==> src/rtl/psg_sn76489.sv <==
// SN76489-compatible sound generator: three square-wave tones plus LFSR noise, 10-bit unsigned mix.
// Optional macro PSG_CHANNEL_OUT_EN adds ch_out (per-channel amplitudes) and lfsr_dbg (live LFSR).
module psg_sn76489 #(
  parameter int PRESCALE = 16,
  parameter int LFSR_W   = 15
) (
  input  logic              clk,
  input  logic              reset,
  input  logic              ce,
  input  logic              wr,
  input  logic [7:0]        din,
`ifdef PSG_CHANNEL_OUT_EN
  output logic [31:0]       ch_out,
  output logic [LFSR_W-1:0] lfsr_dbg,
`endif
  output logic [9:0]        audio
);

  localparam int PW = (PRESCALE > 1) ? $clog2(PRESCALE) : 1;
  localparam logic [PW-1:0]     PRESC_LAST = PW'(PRESCALE - 1);
  localparam logic [LFSR_W-1:0] LFSR_SEED  = {1'b1, {(LFSR_W-1){1'b0}}};

  function automatic logic [7:0] amp_lut(input logic [3:0] att);
    case (att)
      4'd0:    amp_lut = 8'd255;
      4'd1:    amp_lut = 8'd203;
      4'd2:    amp_lut = 8'd161;
      4'd3:    amp_lut = 8'd128;
      4'd4:    amp_lut = 8'd102;
      4'd5:    amp_lut = 8'd81;
      4'd6:    amp_lut = 8'd64;
      4'd7:    amp_lut = 8'd51;
      4'd8:    amp_lut = 8'd40;
      4'd9:    amp_lut = 8'd32;
      4'd10:   amp_lut = 8'd26;
      4'd11:   amp_lut = 8'd20;
      4'd12:   amp_lut = 8'd16;
      4'd13:   amp_lut = 8'd13;
      4'd14:   amp_lut = 8'd10;
      default: amp_lut = 8'd0;
    endcase
  endfunction

  function automatic logic [6:0] noise_reload(input logic [1:0] rate);
    case (rate)
      2'b00:   noise_reload = 7'd16;
      2'b01:   noise_reload = 7'd32;
      default: noise_reload = 7'd64;
    endcase
  endfunction

  // A latch byte replaces the low nibble, a data byte replaces the upper six bits.
  function automatic logic [9:0] period_upd(input logic [9:0] old, input logic [7:0] b);
    if (b[7]) period_upd = {old[9:4], b[3:0]};
    else      period_upd = {b[5:0], old[3:0]};
  endfunction

  logic [PW-1:0]     presc_q, presc_d;
  logic              step_s;
  logic [9:0]        period_q [3];
  logic [9:0]        period_d [3];
  logic [9:0]        tcnt_q [3];
  logic [9:0]        tcnt_d [3];
  logic [2:0]        tff_q, tff_d;
  logic [3:0]        att_q [4];
  logic [3:0]        att_d [4];
  logic [2:0]        nctrl_q, nctrl_d;
  logic [6:0]        ncnt_q, ncnt_d;
  logic              nclk_q, nclk_d;
  logic              noise_shift_s;
  logic [LFSR_W-1:0] lfsr_q, lfsr_d;
  logic              lfsr_reload_s;
  logic [2:0]        latch_q, latch_d;
  logic [2:0]        reg_sel_s;
  logic [7:0]        amp_s [4];
  logic [9:0]        audio_q, audio_d;

  // Prescaler: a generator step fires on the ce that wraps the count.
  always_comb begin
    presc_d = presc_q;
    step_s  = 1'b0;
    if (ce) begin
      if (presc_q == PRESC_LAST) begin
        presc_d = {PW{1'b0}};
        step_s  = 1'b1;
      end else begin
        presc_d = presc_q + PW'(1);
        step_s  = 1'b0;
      end
    end else begin
      presc_d = presc_q;
      step_s  = 1'b0;
    end
  end

  // CPU write decode; channel is din[6:5] (or latched), type bit selects attenuation.
  always_comb begin
    latch_d       = latch_q;
    nctrl_d       = nctrl_q;
    lfsr_reload_s = 1'b0;
    for (int i = 0; i < 3; i++) period_d[i] = period_q[i];
    for (int i = 0; i < 4; i++) att_d[i] = att_q[i];
    reg_sel_s = din[7] ? din[6:4] : latch_q;
    if (wr) begin
      if (din[7]) latch_d = din[6:4];
      else        latch_d = latch_q;
      case (reg_sel_s)
        3'b000: period_d[0] = period_upd(period_q[0], din);
        3'b010: period_d[1] = period_upd(period_q[1], din);
        3'b100: period_d[2] = period_upd(period_q[2], din);
        3'b110: begin
          nctrl_d       = din[2:0];
          lfsr_reload_s = 1'b1;
        end
        default: att_d[reg_sel_s[2:1]] = din[3:0];
      endcase
    end else begin
      latch_d       = latch_q;
      lfsr_reload_s = 1'b0;
    end
  end

  // Tone channels; periods 0/1 pin the flip-flop high for DAC-style use.
  always_comb begin
    for (int i = 0; i < 3; i++) begin
      tcnt_d[i] = tcnt_q[i];
      tff_d[i]  = tff_q[i];
      if (step_s) begin
        if (tcnt_q[i] > 10'd1) tcnt_d[i] = tcnt_q[i] - 10'd1;
        else                   tcnt_d[i] = period_q[i];
        if (period_q[i] <= 10'd1)   tff_d[i] = 1'b1;
        else if (tcnt_q[i] > 10'd1) tff_d[i] = tff_q[i];
        else                        tff_d[i] = ~tff_q[i];
      end else begin
        tcnt_d[i] = tcnt_q[i];
        tff_d[i]  = tff_q[i];
      end
    end
  end

  // Noise clock: internal divider or tone2, LFSR advances on its rising edge.
  always_comb begin
    ncnt_d        = ncnt_q;
    nclk_d        = nclk_q;
    noise_shift_s = 1'b0;
    if (step_s) begin
      if (ncnt_q > 7'd1) begin
        ncnt_d = ncnt_q - 7'd1;
        nclk_d = nclk_q;
      end else begin
        ncnt_d = noise_reload(nctrl_q[1:0]);
        nclk_d = ~nclk_q;
      end
      if (nctrl_q[1:0] == 2'b11) noise_shift_s = ~tff_q[2] & tff_d[2];
      else                       noise_shift_s = ~nclk_q & nclk_d;
    end else begin
      ncnt_d        = ncnt_q;
      nclk_d        = nclk_q;
      noise_shift_s = 1'b0;
    end
  end

  // LFSR next state; a noise-control write wins over a coincident shift.
  always_comb begin
    lfsr_d = lfsr_q;
    if (lfsr_reload_s)      lfsr_d = LFSR_SEED;
    else if (noise_shift_s) lfsr_d = {(nctrl_q[2] ? (lfsr_q[0] ^ lfsr_q[1]) : lfsr_q[0]),
                                      lfsr_q[LFSR_W-1:1]};
    else                    lfsr_d = lfsr_q;
  end

  // Per-channel amplitude and four-way mix.
  always_comb begin
    for (int i = 0; i < 3; i++) amp_s[i] = tff_q[i] ? amp_lut(att_q[i]) : 8'd0;
    amp_s[3] = lfsr_q[0] ? amp_lut(att_q[3]) : 8'd0;
    audio_d  = {2'b00, amp_s[0]} + {2'b00, amp_s[1]} + {2'b00, amp_s[2]} + {2'b00, amp_s[3]};
  end

  // State registers.
  always_ff @(posedge clk or posedge reset) begin
    if (reset) begin
      presc_q <= {PW{1'b0}};
      for (int i = 0; i < 3; i++) begin
        period_q[i] <= 10'd0;
        tcnt_q[i]   <= 10'd0;
      end
      tff_q <= 3'b111;
      for (int i = 0; i < 4; i++) att_q[i] <= 4'hF;
      nctrl_q <= 3'b000;
      ncnt_q  <= 7'd0;
      nclk_q  <= 1'b0;
      lfsr_q  <= LFSR_SEED;
      latch_q <= 3'b000;
      audio_q <= 10'd0;
    end else begin
      presc_q <= presc_d;
      for (int i = 0; i < 3; i++) begin
        period_q[i] <= period_d[i];
        tcnt_q[i]   <= tcnt_d[i];
      end
      tff_q <= tff_d;
      for (int i = 0; i < 4; i++) att_q[i] <= att_d[i];
      nctrl_q <= nctrl_d;
      ncnt_q  <= ncnt_d;
      nclk_q  <= nclk_d;
      lfsr_q  <= lfsr_d;
      latch_q <= latch_d;
      audio_q <= audio_d;
    end
  end

  assign audio = audio_q;

`ifdef PSG_CHANNEL_OUT_EN
  logic [31:0] ch_q;

  // Per-channel amplitudes, registered with the mix.
  always_ff @(posedge clk or posedge reset) begin
    if (reset) ch_q <= 32'd0;
    else       ch_q <= {amp_s[3], amp_s[2], amp_s[1], amp_s[0]};
  end

  assign ch_out   = ch_q;
  assign lfsr_dbg = lfsr_q;
`endif

endmodule

==> config.mk <==
export PLATFORM = sky130hd
export DESIGN_NAME = psg_sn76489
export DESIGN_NICKNAME = d
export VERILOG_FILES = /design/src/rtl/psg_sn76489.sv
export SDC_FILE = /design/constraint.sdc
export NUM_CORES = 1
export LEC_CHECK = 0
export BUFFER_PORTS_ARGS = -buffer_cell sky130_fd_sc_hd__buf_2
export CAP_MARGIN = 25
export CORE_UTILIZATION = 40
export CTS_CLUSTER_DIAMETER = 120
export CTS_CLUSTER_SIZE = 25
export DETAILED_ROUTE_END_ITERATION = 16
export GPL_ROUTABILITY_DRIVEN = 0
export SLEW_MARGIN = 15
export SYNTH_ARGS = -nofsm -noshare
export SYNTH_HDL_FRONTEND = slang
export SYNTH_SLANG_ARGS = --single-unit
==> constraint.sdc <==
create_clock -name clk -period 12.54 [get_ports clk]
set_input_delay 3.762 -clock clk [delete_from_list [all_inputs] [get_ports clk]]
set_output_delay 3.762 -clock clk [all_outputs]
set_load 0.02 [all_outputs]
Word level (Yosys, flattened, before mapping)
Memory sizes are Yosys's and may differ from the RTL's.
Index checks and enable logic that the tools add are counted.
- register bits: 122
- latch bits: 0
- memories kept: 4
- ROM bits: 512
- logic and storage cells: 109
- input port bits: 12
- memory bits (writable): 0
- output and inout bits: 10
- memory list (memory ; words ; bits a word ; rd ports ; clocked after memory_dff ; write ports ; RTL line ; RTL):
    (no name shown) ; 16 ; 8 ; 1 ; 0 ; 0 ; 24 ; case (att)
    (no name shown) ; 16 ; 8 ; 1 ; 0 ; 0 ; 24 ;
    (no name shown) ; 16 ; 8 ; 1 ; 0 ; 0 ; 24 ;
    (no name shown) ; 16 ; 8 ; 1 ; 0 ; 0 ; 24 ;
- reductions and logical operators: 15
- magnitude comparators: 9
- div/mod/pow operators: 0
- add/subtract/negate cells: 8
- equal/unequal tests: 8
- multiplexer cells: 32
- bitwise logic cells: 10
- multiply operators: 0
- shift operators: 0
- operators by type and width (cell ; number):
    $mux 8 ; 4
    $gt 10x1->1 const B ; 3
    $le 10x1->1 const B ; 3
    $mux 10 ; 3
    $mux 15 ; 2
    $sub 10x1->10 const B ; 3
    $reduce_and 3->1 ; 6
    $bwmux 16 ; 1
    $mux 1 ; 16
    $pmux 7 s2 ; 1
    $add 10x8->10 ; 1
    $add 9x8->10 ; 1
    $add 8x8->9 ; 1
    $demux 4 s2 ; 1
    $mux 4 ; 2
    $reduce_and 2->1 ; 4
    $gt 7x1->1 const B ; 1
    $mux 7 ; 1
    $sub 7x1->7 const B ; 1
    $eq 3x3->1 const B ; 2
    $not 1->1 ; 6
    $add 4x1->4 const B ; 1
    $eq 4x4->1 const B ; 1
    $ne 2x1->1 const B ; 2
    other kinds (14) ; 15

Longest topological paths before layout
- word-level depth: 9
- gate-level depth with buffers: 14
- mapped depth without buffers: 14

Least setup slack after synthesis
No wires, ideal clock.
- path type: input port to flip-flop
- start: input din[7]
- end: register lfsr_q[0]
- slack: 7.223 ns
- buffers on the path: 2
- arrival time: 5.248 ns
- cell stages on the path: 6
- cell sequence: clkbuf_1 mux2_2 o211a_1 buf_2 or4_1 nand3_1
- cells in the longest elaborated chain, start to end: 5
- RTL lines (item ; RTL line ; RTL):
    from (decl) ; 11 ; input logic [7:0] din,
    $mux 3 * ; - ;
    $eq 3x3->1 * ; 107 ; case (reg_sel_s)
    $mux 1 * ; 107 ;
    $mux 1 * ; 104 ; if (wr) begin
    $mux 15 / $reduce_bool 2->1 (equally long branches) ; - ;
    to (signal assigned) ; 206 ; lfsr_q <= lfsr_d;
    to (decl) ; 71 ; logic [LFSR_W-1:0] lfsr_q, lfsr_d;
Every way passes the cells marked *; elsewhere a longest branch is shown, timed or not.
A chain may end at the register's enable or synchronous reset.

Final worst setup path
- start: input ce
- end: register lfsr_q[14]
- cells in the longest elaborated chain, start to end: 6
- RTL lines (item ; RTL line ; RTL):
    from (decl) ; 9 ; input logic ce,
    $mux 1 * ; 82 ; if (ce) begin
    $mux 1 ; 128 ; if (step_s) begin
    $and 1x1->1 ; 154 ; if (nctrl_q[1:0] == 2'b11) noise_shift_s = ~tff_q[2] & tff_d[2];
    $mux 1 ; 154 ;
    $mux 1 * ; 146 ; if (step_s) begin
    $reduce_bool 2->1 (no line) * ; - ;
Marked as above.

==> flow_results.org <==
** Cells and area
- Compared with the post-synthesis result, the final layout area differs by 10.91%.
- Number of inserted filler cells in the final layout :: 1865
- Layout net count :: 884
- In the final layout, the share of cells above drive strength 1 is 18.43%.
- # diodes :: 0

** Logic synthesis
- Count of synthesis-stage warnings from yosys :: 0
- Simple-gate area share of the yosys netlist :: 17.03%
- Net count after synthesis :: 892
- Area contributors post-synth :: dfrtp_1, mux2_2, dfstp_2, ha_1, fa_1
- Count of flip-flops with a built-in enable after synthesis :: 0
- Most common library cells after synthesis :: dfrtp_1, inv_1, o21ai_0
- Summed over all instances, the cell type with the most area after synthesis is dfrtp_1.
- Fraction of synthesized area in multiplexers :: 9.112%
- The share of the Yosys chip area taken by registers is 38.19%.
- Area share of xor/xnor cells in the synthesized design :: 0.7606%
- Number of distinct library cells after synthesis :: 74
- In the synthesized netlist, the number of instances is 825.
- For this run, the leading register cell type out of synthesis is dfrtp_1.
- After synthesis the cells add up to 8060 µm².
- Top-count cell post-synth :: dfrtp_1
- By area, the combinational part of the netlist is dominated by compound AO/OA/AOI/OAI gates.
- Averaged over all synthesized cells, the footprint is 9.770 µm².
- Adder-cell area share of the yosys netlist :: 10.03%
- Of all flip-flops after synthesis, the portion carrying an async set or reset was 100.0%.
- Synthesized-area fraction occupied by ao, oa, aoi and oai cells :: 19.11%
- Counting flops and latches in the post-synthesis netlist gives 122.
- Area fraction of the dominant cell type after synthesis :: 31.67%

** Die
- Initial cell density of the core :: 41.14%
- After floorplanning, the core was sized to cover 19590 µm².
- The die is 144.0 µm tall.
- Die footprint :: 20720 µm²
- Number of placement rows :: 51
- Top Ports :: 22
- Die Wd :: 144.0 µm

** Pwr
- Cell internal power dissipation :: 1.238 mW
- Total design power :: 2.044 mW
- Clock power share :: 26.0%
- Pleak :: 3.835 nW
- Sequential share of power :: 35.0%
- Peak supply drop :: 0.0001307 V
- For this design the total switching power over the nets is 805.2 µW.
- Dividing total power by cell area gives a power density of 228.6 nW/µm².
- The share of total power dissipated in combinational logic is 39.0%.
- In this run switching power makes up 39.40% of total power.

** Global routing
- Summed over all layers, the global routing overflow is 0.
- Via count of the first global-routing pass :: 5771
- Entering global routing, the biggest net connects 66 pins.
- Antenna violations before repair :: 0
- For this run, the total global-route usage over all layers was measured as 18.82%.
- The first global-routing pass estimated 30120 µm of wire.

** Clocking
- Post-CTS Setup Inserts :: 0
- Sink count of the clock tree :: 122
- Source-to-sink clock delay at the later pin of the worst-skew pair :: 0.43 ns
- In this run, CTS created clock tree buffers numbering 17.
- In this run the deepest clock path goes through 2 buffers.
- Hold bufs inserted after CTS :: 0
- TritonCTS built the clock tree.
- The H-tree was split into 4 levels.
- Root Driver :: clkbuf_16
- Clock-pin slew reported for the worst setup and hold paths after clock tree synthesis :: 0.06 ns
- Count of instances resized after the clock tree is built :: 0

** Route
- Number of detailed-routing iterations run before antenna repair :: 4
- Wires add up to 17930 µm.
- For this run, design rule violations remaining after detail routing come to 0.
- Post-detailed-route wirelength per cell :: 16.37 µm
- Using the TritonRoute via totals, the vias-per-cell ratio works out to 5.586.
- Overall via count from detail_route :: 6117
- DR iter-0 viols :: 444
- Residual antenna-violating net count after detailed routing :: 0

** Worst setup path
- Type of element launching the critical path :: input port
- Critical Path RT :: 12.90 ns
- Path type of the worst setup path :: in -> reg
- Master of the slowest instance on the critical path :: buf_4
- STA classifies the critical path endpoint as a flip-flop.
- Counting both buffers and inverters, the worst setup path holds a total of 3.
- The worst register-to-register path has a setup slack of 8.40 ns.
- Critical path fanouts, max :: 63
- Arrival time worst endpoint :: 5.62 ns
- Maximum cell stage delay along the critical path :: 0.51 ns
- Critical Path, Cell by Cell :: buf_2 -> nand4_2 -> buf_4 -> nor4_4 -> buf_4 -> or4b_1 -> and3_1
- Gate family responsible for the most delay along the worst path :: buffers and inverters
- By instance count, the cell type seen most on the critical path is buf_4.

** Timing
- Setup Viol. Count Final :: 0
- Post-Route Skew :: 0.009363 ns
- At the pin with the least slew margin, the transition time is 0.8947 ns.
- Setup repair after global routing left no endpoint under its margin.
- Slack of the critical path :: 7.283 ns
- Worst-case headroom to the max-slew limit :: 39.91%
- Number of failing hold endpoints at the final stage :: 0
- Summed negative setup slack over all endpoints :: 0 ns
- The worst path in the final design needs a cycle of 5.257 ns, including I/O delays and setup.
- The final critical path takes up 41.92% of the cycle.
- Highest clock rate :: 190.2 MHz
- The final max-slew violation count came to 0.

** Place
- Pre-CTS setup slack :: 6.858 ns
- HPWL reported at the end of detailed placement :: 11870 µm
- During placement, the flow inserted port buffers numbering 21.

** Run
- Across the run, the number of max-cap violations was 0.

** Run status
- The run finished with clean final reports.

** Hold path
- The tightest min-delay check is of the reg -> reg type.
[area by class of cell]
class / instances / area (µm²) / area share (%)
clock inverter: 13 / 191.4 / 2.141
sequential: 122 / 3078 / 34.43
tap: 265 / 331.6 / 3.709
timing repair buffer: 29 / 165.2 / 1.847
multi-input combinational: 591 / 4518 / 50.54
inverter: 56 / 212.7 / 2.379
clock buffer: 19 / 442.9 / 4.955
[worst paths after layout]
check                           start           end  depth (start not counted)
max                                ce    lfsr_q[14]                          7
min                        nctrl_q[2]    nctrl_q[2]                          2
max reg2reg                  att_q[5]      audio[7]                         13
min reg2reg                nctrl_q[2]    nctrl_q[2]                          2
max in group asynchronous       reset  period_q[28]                          3
min in group asynchronous       reset     ncnt_q[4]                          2
[per-stage QoR]
| stage | hold slack, ns | cells | instance area [µm²] | utilization [%] |
|---|---|---|---|---|
| after CTS | 0.4999 | 1095 | 8940 | 45.63 |
| after global placement | 0.4660 | 1063 | 8305 | 42.40 |
| after detailed placement | 0.4835 | 1063 | 8305 | 42.40 |
| final | 0.4962 | 1095 | 8940 | 45.63 |
| after global routing | 0.5337 | 1095 | 8940 | 45.63 |
| after floorplan | 0.4498 | 825 | 8060 | - |
[cells by family (layout without fill, tap and decap cells)]
family,Yosys count,after routing
AOI/OAI and AO/OA,224,224
muxes,67,67
xor gates and xnor gates,7,7
buffers and inverters,112,117
adders and majority gates,55,55
and+or+nand+nor,238,238
DFF,122,122
[worst register-to-register path: cells and delay by family, from the launching register on]
family	cells	cell delay [ns]
AO/OA/AOI/OAI	5	1.12
adder cells (fa/ha/maj)	5	1.99
buffers and inverters	1	0.09
flip-flops	1	0.61
AND/OR/NAND/NOR	2	0.27
[state kept, by name, summed over array words and instances, names as in the netlist]
register  count
tff_q         3
nctrl_q       3
att_q        16
tcnt_q       30
presc_q       4
ncnt_q        7
period_q     30
latch_q       3
audio        10
lfsr_q       15
nclk_q        1
[power by group through the flow]
| stage | Combinational (mW) | Clock, mW | Sequential, mW |
|---|---|---|---|
| 2_1_floorplan | 0.671 | 0 | 0.660 |
| 3_3_place_gp | 0.791 | 0 | 0.718 |
| 3_5_place_dp | 0.800 | 0 | 0.719 |
| 4_1_cts | 0.805 | 0.541 | 0.714 |
| 5_1_grt | 0.905 | 0.559 | 0.743 |
| 6_report | 0.798 | 0.530 | 0.715 |
[metal layers]
layer / part of all wire (%) / GRT usage (%)
met5: 0 / 0
met4: 1.8 / 6.551
met3: 3.0 / 3.999
met2: 46 / 29.04
met1: 49 / 25.92
[placed cells by master, fill, tap and decap left out, types with 27 or more instances in the layout]
master	count
mux2_2	51
nand3_1	38
dfrtp_1	102
inv_1	54
nand2_1	44
a21oi_1	27
o21ai_0	53
nor2_1	31
ha_1	39
(Power assumes the default switching activity.)
